### config.mk
export PLATFORM = sky130hd
export DESIGN_NAME = cla_addsub_seq
export DESIGN_NICKNAME = d
export VERILOG_FILES = /design/src/rtl/cla_addsub_seq_pkg.sv /design/src/rtl/cla_slice_addsub.sv /design/src/rtl/cla_addsub_seq.sv
export SDC_FILE = /design/constraint.sdc
export NUM_CORES = 1
export LEC_CHECK = 0
export CORE_MARGIN = 5
export CORE_UTILIZATION = 25
export DETAILED_ROUTE_END_ITERATION = 6
export GPL_ROUTABILITY_DRIVEN = 0
export MAX_ROUTING_LAYER = met4
export PLACE_DENSITY = 0.44
export SYNTH_ARGS = -nofsm -noshare
export SYNTH_HDL_FRONTEND = slang
export SYNTH_SLANG_ARGS = --single-unit
### constraint.sdc
create_clock -name clk_i -period 9.39 [get_ports clk_i]
set_clock_uncertainty 0.1 [all_clocks]
set_input_delay 1.878 -clock clk_i [delete_from_list [all_inputs] [get_ports clk_i]]
set_output_delay 1.878 -clock clk_i [all_outputs]
set_load 0.005 [all_outputs]
### src/rtl/cla_addsub_seq_pkg.sv
// cla_addsub_seq_pkg: shared FSM encoding and configuration check for the sliced add/sub sequencer.
package cla_addsub_seq_pkg;

    typedef enum logic [1:0] {IDLE, CALC, DONE} state_t;

    function automatic bit cfg_ok(input int data_w, input int slice_w);
        return (slice_w > 0) && (data_w % slice_w == 0) && (data_w / slice_w >= 2);
    endfunction

endpackage

### src/rtl/cla_slice_addsub.sv
// cla_slice_addsub: combinational SLICE_W-bit carry-lookahead adder exposing carry-out and carry into MSB.
module cla_slice_addsub #(
    parameter int SLICE_W = 16
) (
    input  logic [SLICE_W-1:0] a_i,
    input  logic [SLICE_W-1:0] b_i,
    input  logic               c_i,
    output logic [SLICE_W-1:0] s_o,
    output logic               co_o,
    output logic               cm_o
);

    logic [SLICE_W-1:0] w_g;
    logic [SLICE_W-1:0] w_p;
    logic [SLICE_W:0]   w_c;

    assign w_g = a_i & b_i;
    assign w_p = a_i ^ b_i;

    // Each carry is a flat sum of products over generate/propagate terms below it, no chain.
    always_comb begin
        logic [SLICE_W-1:0] w_mi;
        logic [SLICE_W-1:0] w_mj;
        w_c    = '0;
        w_mi   = '0;
        w_mj   = '0;
        w_c[0] = c_i;
        for (int i = 0; i < SLICE_W; i++) begin
            w_mi     = {SLICE_W{1'b1}} >> (SLICE_W - 1 - i);
            w_c[i+1] = c_i & (&(w_p | ~w_mi));
            for (int j = 0; j <= i; j++) begin
                w_mj     = w_mi & ~({SLICE_W{1'b1}} >> (SLICE_W - 1 - j));
                w_c[i+1] = w_c[i+1] | (w_g[j] & (&(w_p | ~w_mj)));
            end
        end
    end

    assign s_o  = w_p ^ w_c[SLICE_W-1:0];
    assign co_o = w_c[SLICE_W];
    assign cm_o = w_c[SLICE_W-1];

endmodule

### src/rtl/cla_addsub_seq.sv
// cla_addsub_seq: wide signed add/subtract computed LSB-slice first through one shared CLA slice,
// with valid/ready handshakes on request and result.
module cla_addsub_seq
    import cla_addsub_seq_pkg::*;
#(
    parameter int DATA_W  = 64,
    parameter int SLICE_W = 16
) (
    input  logic              clk_i,
    input  logic              rst_i,
    input  logic              in_valid_i,
    output logic              in_ready_o,
    input  logic [DATA_W-1:0] a_i,
    input  logic [DATA_W-1:0] b_i,
    input  logic              sub_i,
    output logic              out_valid_o,
    input  logic              out_ready_i,
    output logic [DATA_W-1:0] sum_o,
    output logic              carry_o,
    output logic              ovf_o,
    output logic              busy_o
);

    localparam int NUM_SLICES = DATA_W / SLICE_W;
    localparam int IDX_W      = $clog2(NUM_SLICES);

    if (!cfg_ok(DATA_W, SLICE_W)) begin : g_cfg_err
        $error("cla_addsub_seq: DATA_W must be a multiple of SLICE_W with at least two slices");
    end

    state_t             r_state;
    logic [IDX_W-1:0]   r_idx;
    logic [DATA_W-1:0]  r_a;
    logic [DATA_W-1:0]  r_b;
    logic               r_c;
    logic [DATA_W-1:0]  r_sum;
    logic               r_out_valid;
    logic               r_carry;
    logic               r_ovf;
    logic [SLICE_W-1:0] w_s;
    logic               w_co;
    logic               w_cm;

    cla_slice_addsub #(.SLICE_W(SLICE_W)) u_slice (
        .a_i (r_a[r_idx*SLICE_W +: SLICE_W]),
        .b_i (r_b[r_idx*SLICE_W +: SLICE_W]),
        .c_i (r_c),
        .s_o (w_s),
        .co_o(w_co),
        .cm_o(w_cm)
    );

    // Subtraction is A + ~B + 1: B is inverted at capture and the +1 enters as the first carry.
    always_ff @(posedge clk_i or posedge rst_i) begin
        if (rst_i) begin
            r_state     <= IDLE;
            r_idx       <= '0;
            r_a         <= '0;
            r_b         <= '0;
            r_c         <= 1'b0;
            r_sum       <= '0;
            r_out_valid <= 1'b0;
            r_carry     <= 1'b0;
            r_ovf       <= 1'b0;
        end else begin
            case (r_state)
                IDLE: if (in_valid_i) begin
                    r_a     <= a_i;
                    r_b     <= b_i ^ {DATA_W{sub_i}};
                    r_c     <= sub_i;
                    r_idx   <= '0;
                    r_state <= CALC;
                end
                CALC: begin
                    r_sum[r_idx*SLICE_W +: SLICE_W] <= w_s;
                    r_c   <= w_co;
                    r_idx <= r_idx + 1'b1;
                    if (r_idx == IDX_W'(NUM_SLICES - 1)) begin
                        r_carry     <= w_co;
                        r_ovf       <= w_cm ^ w_co;
                        r_out_valid <= 1'b1;
                        r_state     <= DONE;
                    end
                end
                DONE: if (out_ready_i) begin
                    r_out_valid <= 1'b0;
                    r_state     <= IDLE;
                end
                default: r_state <= IDLE;
            endcase
        end
    end

    assign in_ready_o  = r_state == IDLE;
    assign busy_o      = r_state != IDLE;
    assign out_valid_o = r_out_valid;
    assign sum_o       = r_sum;
    assign carry_o     = r_carry;
    assign ovf_o       = r_ovf;

endmodule
## Yosys cells after proc, flatten, opt, wreduce, memory -nomap -nowiden

Cells that the tools add are included.
W data, S select, Z words.

| word-level totals | value |
|---|---|
| flip-flop bits (word level) | 200 |

| operators by class | value |
|---|---|
| add/subtract/negate cells | 2 |
| eq/ne operators | 6 |
| shifts and indexed selects | 4 |
| muxes and demuxes | 12 |
| bitwise logic cells | 277 |
| reduce and logical (&&, ||, !) cells | 129 |

Operators with widths:

| operator | number |
|---|---|
| $and A1 B1 Y1 | 136 |
| $or A1 B1 Y1 | 136 |
| $shiftx A64 B7 Y16 | 2 |
| $reduce_and A8 Y1 | 9 |
| $reduce_and A9 Y1 | 8 |
| $reduce_and A10 Y1 | 7 |
| $reduce_and A7 Y1 | 10 |
| $reduce_and A11 Y1 | 6 |
| $reduce_and A6 Y1 | 11 |
| $bwmux W64 | 1 |
| $shift A16 B34 Y64 const A | 1 |
| $shiftx A16 B34 Y64 | 1 |
| $xor A64 B64 Y64 | 1 |
| $reduce_and A12 Y1 | 5 |
| $reduce_and A5 Y1 | 12 |
| $reduce_and A13 Y1 | 4 |
| $reduce_and A4 Y1 | 13 |
| $reduce_and A3 Y1 | 16 |
| $reduce_and A14 Y1 | 3 |
| $reduce_and A2 Y1 | 18 |
| $neg A6 Y34 | 1 |
| $xor A16 B16 Y16 | 2 |
| $reduce_and A15 Y1 | 2 |
| $and A16 B16 Y16 | 1 |
| other kinds (13) | 24 |

## Depth between registers and ports, before layout

| logic depth | value |
|---|---|
| depth in word-level cells | 22 |
| mapped depth | 12 |
| mapped depth without buffers | 9 |

## Modules after synthesis

A second synthesis with hierarchy kept.

| unflattened totals | value |
|---|---|
| cells, all modules | 837 |
| area, all modules | 10611.4 um^2 |

By module, submodules not included:

| module | instances | cells each | area an instance (um^2) | seq. area each (um^2) |
|---|---|---|---|---|
| cla_addsub_seq | 1 | 696 | 9594.2 | 5004.8 |
| cla_slice_addsub | 1 | 141 | 1017.2 | 0.0 |

## Worst setup path after synthesis

No wires, ideal clock.

| timing | value |
|---|---|
| kind | register to register |
| from | register r_idx[0] |
| to | register r_sum[47], in the netlist sum_o[47] |
| data arrival time | 3.594 ns |
| required time | 9.215 ns |
| setup slack | 5.621 ns |
| stages on the path, launching flop included | 13 |
| path buffers | 3 |
| cells stage by stage | dfrtp_1 -> buf_1 -> buf_2 -> mux4_2 -> ha_1 -> buf_6 -> and3_4 -> a31oi_1 -> a21oi_2 -> o21a_2 -> or4_1 -> and3_4 -> o21ai_2 |

| on the way | value |
|---|---|
| word-level cells in the longest chain between the ends | 22 |
| elaborated cells on any way between the ends | 354 |

RTL lines:

| item | line | RTL |
|---|---|---|
| start, declared | cla_addsub_seq.sv:32 | `logic [IDX_W-1:0] r_idx;` |
| start signal, assigned | cla_addsub_seq.sv:77 | `r_idx <= r_idx + 1'b1;` |
| $shiftx A64 B7 Y16 (on tied branches) | cla_addsub_seq.sv:45, cla_addsub_seq.sv:46 |  |
| $xor A16 B16 Y16 | cla_slice_addsub.sv:18 | `assign w_p = a_i ^ b_i;` |
| $reduce_and A15 Y1 / $reduce_and A14 Y1 (equally long branches) | cla_slice_addsub.sv:30, cla_slice_addsub.sv:33 |  |
| $and A1 B1 Y1 (on tied branches) | cla_slice_addsub.sv:30, cla_slice_addsub.sv:33 |  |
| $or A1 B1 Y1 (15 in series) | cla_slice_addsub.sv:33 | `w_c[i+1] = w_c[i+1] \| (w_g[j] & (&(w_p \| ~w_mj)));` |
| $xor A16 B16 Y16 | cla_slice_addsub.sv:38 | `assign s_o = w_p ^ w_c[SLICE_W-1:0];` |
| $shiftx A16 B34 Y64 | cla_addsub_seq.sv:75 | `r_sum[r_idx*SLICE_W +: SLICE_W] <= w_s;` |
| $bwmux W64 * | cla_addsub_seq.sv:75 |  |
| end signal, assigned by index | cla_addsub_seq.sv:75 |  |
| end, declared | cla_addsub_seq.sv:36 | `logic [DATA_W-1:0] r_sum;` |

Mark *: on every way between the ends. The rest lies on a longest branch, timed or not.
A chain may end at the register's enable or synchronous reset.

## Worst setup path after layout

| timing | value |
|---|---|
| from | register r_idx[0] |
| to | register r_sum[40], in the netlist sum_o[40] |

Same word-level chain as after synthesis.

==> summary.md <==
| Metric | Value |
|---|---|
| Status | completed |
| Clock root cell | clkbuf_16 |
| Switching part of the total | 0.448 |
| Vias per cell | 4.41 |
| Total Power | 4.82 mW |
| Flops & latches, synth | 200 |
| Fin nets | 1254 |
| Synth Cell Area | 0.00968 mm2 |
| Final Cell Area | 0.0127 mm2 |
| Cell count after synthesis | 934 |
| Drt total wl | 29.1 mm |
| Yosys top cell area share | 0.517 |
| TritonCTS clock tree | built |
| Synth warnings | 0 |
| Final core occ | 0.330 |
| Top Ports | 202 |
| Tot GR Track Use | 0.140 |
| TritonCTS Buffers | 17 |
| # port buffers | 201 |
| P_int | 2.66 mW |
| Resized cells post-CTS | 0 |
| Initial antenna violation count | 0 |
| Crit path DAT | 4.27 ns |
| Total setup buffers inserted after CTS | 0 |
| Flop-to-flop setup slack | 5.30 ns |
| Pleak | 5.54 nW |
| Max-cap viol count | 0 |
| Main synth FF type | dfrtp_1 |
| Global-route wire length before repair | 44.4 mm |
| Final Hold Fails | 0 |
| DR pass1 iterations | 5 |
| Mapped Avg Cell Area | 10.4 um2 |
| Die height | 207 um |
| Clk pwr share | 0.155 |
| Min cycle time layout | 4.09 ns |
| Syn nets | 1090 |
| 1st-iter DRT viols | 476 |
| Worst setup EP type | register |
| Area of the die | 0.0428 mm2 |
| Pin count of the biggest net entering global routing | 138 |
| Worst Max-Slew Pin Slew | 1.04 ns |
| Post-DP Area | 0.0121 mm2 |
| Via Count | 7190 |
| Fin crit share | 0.435 |
| Area leader, netlist | dfrtp_1 |
| Max VDD drop | 0.194 mV |
| Gate power share | 0.545 |
| RSZ-0062 raised after global routing | no |
| Detailed placement HPWL | 21.0 mm |
| Fin worst setup slack | 5.30 ns |
| Core footprint | 0.0385 mm2 |
| Crit path launch type | register |
| Ys async rst share | 1.00 |
| Layout cells sized above 1 | 0.0846 |
| Final ANT Viol Nets | 0 |
| Max Clock Freq | 245 MHz |
| CP Data Required Time | 9.58 ns |
| Seq pwr share | 0.300 |
| Setup WS pre-CTS | 4.94 ns |
| Antenna cells | 0 |
| Worst-Skew Late Latency | 0.44 ns |
| Fillcell total | 3993 |
| FP Rows | 72 |
| Post-synth EDFFs | 0 |
| Post-synthesis sequential area ratio | 0.517 |
| Synth cell types | 56 |
| Area growth from synthesis to layout | 31.2% |
| Sw power | 2.16 mW |
| Min-delay worst type | register to register |
| Die Wd | 207 um |
| Clock buffer depth | 2 |
| Setup_tns | 0 ns |
| Final Max Tran Viols | 0 |
| CTS H-Tree Depth | 4 |
| Clk sinks | 200 |
| Number of global-route vias before repair | 7344 |
| Drt wl/cell | 17.9 um |
| CTS clk-pin slew, worst paths | 0.07 ns |
| CP Class | register to register |
| Drt drc | 0 |
| GRT Residual Overflow | 0 |
| Crit path max fanout | 42 |
| Worst slew margin | 0.309 |
| Initial core utilization | 0.252 |
| Top cells by area, synth | dfrtp_1 (52%), nand2_1 (12%), mux4_2 (7.4%), xnor2_1 (6.3%), o21ai_0 (4.3%) |
| # setup viols final | 0 |
| PwrDens | 379 mW/mm2 |
| Post-cts hold buffer count | 0 |
## path summary, 6_finish.rpt
check	from	end	cells after the start
worst min-delay path	r_a[48]	r_a[48]	2
min in group asynchronous	rst_i	r_a[1]	2
worst min register to register	r_a[48]	r_a[48]	2
max in group asynchronous	rst_i	r_b[3]	3
worst max-delay path	r_idx[0]	sum_o[40]	10
worst max register to register	r_idx[0]	sum_o[40]	10
## power by group through the flow
stage                     clock network (mW)  registers [mW]  logic, mW
after global placement                     0            1.46       2.65
final                                  0.745            1.45       2.63
after CTS                              0.769            1.45       2.67
after detailed placement                   0            1.47       2.66
after global routing                   0.801            1.50       2.91
after floorplan                            0            1.38       1.80
## kinds of logic (layout without fill, tap and decap cells)
kind of cell,count (synthesis),after routing,synth area share
muxes,33,33,0.0755
buffers and inverters,70,247,0.0330
and+or+nand+nor,353,353,0.151
adders and majority gates,23,23,0.0305
AOI/OAI and AO/OA,177,177,0.122
xor gates and xnor gates,78,78,0.0713
DFF,200,200,0.517
## placed cells by master, fill, tap and decap left out, types with 5 or more instances in the layout
master / count
nand2_1: 296
clkdlybuf4s50_1: 200
dfrtp_1: 198
o21ai_0: 84
xnor2_1: 70
a22o_1: 48
mux4_2: 32
ha_1: 22
clkbuf_16: 17
a21oi_1: 10
a31oi_1: 9
inv_1: 9
nand3_1: 9
nor2_1: 8
xor2_1: 7
inv_8: 6
nand4_1: 5
buf_4: 5
## synth_stat cells (all sizes together) (2+ instances only)
master	number
and2	2
a21o	3
buf	24
nand4	5
a31oi	10
or3	2
a22o	48
a22oi	2
a21oi	11
o31ai	3
xor2	7
nor2	8
ha	22
xnor2	71
clkbuf	36
or4	2
inv	10
nand2b	3
nor2b	4
o21ai	88
mux4	32
nand3	10
o211ai	3
dfrtp	200
nand2	297
nor3	6
and3	8
## stage by stage
stage               hold slack, ns  std cells
detailed placement           0.357       1597
global placement             0.354       1597
floorplan                    0.340        934
CTS                          0.375       1629
global route                 0.393       1629
finish                       0.373       1629
## state kept, by name, indices dropped and copies added, names as in the netlist
register and flops:
carry_o 1, out_valid_o 1, ovf_o 1, r_a 64, r_b 64, r_c 1, r_idx 2, r_state 2
sum_o 64
## critical path, cell delays in order (launching register included)
cell     delay [ns]
dfrtp_2        0.34
buf_4          0.65
mux4_2         0.65
ha_1           0.43
and3_4         0.21
a31o_2         0.24
a21oi_1        0.26
o21ai_0        0.22
a21oi_1        0.26
xor2_1         0.43
o21ai_0        0.16
## cell type report
type,count,area [um2],area share
Tap cell,518,648,0.0510
Clock buffer,19,443,0.0349
Inverter,10,45.0,0.00355
Multi-Input combinational cell,664,4380,0.345
Clock inverter,13,139,0.0109
Timing Repair Buffer,205,2040,0.161
Sequential cell,200,5010,0.394
## routing by layer
metal | wire [um] | track usage | vias to the layer above
li1 | - | - | 3525
met1 | 14300 | 0.202 | 3452
met2 | 13100 | 0.211 | 201
met3 | 1420 | 0.0225 | 12
met4 | 223 | 0.0264 | 0
met5 | 0 | - | -
No activity file was read; power rests on OpenSTA's default activity.
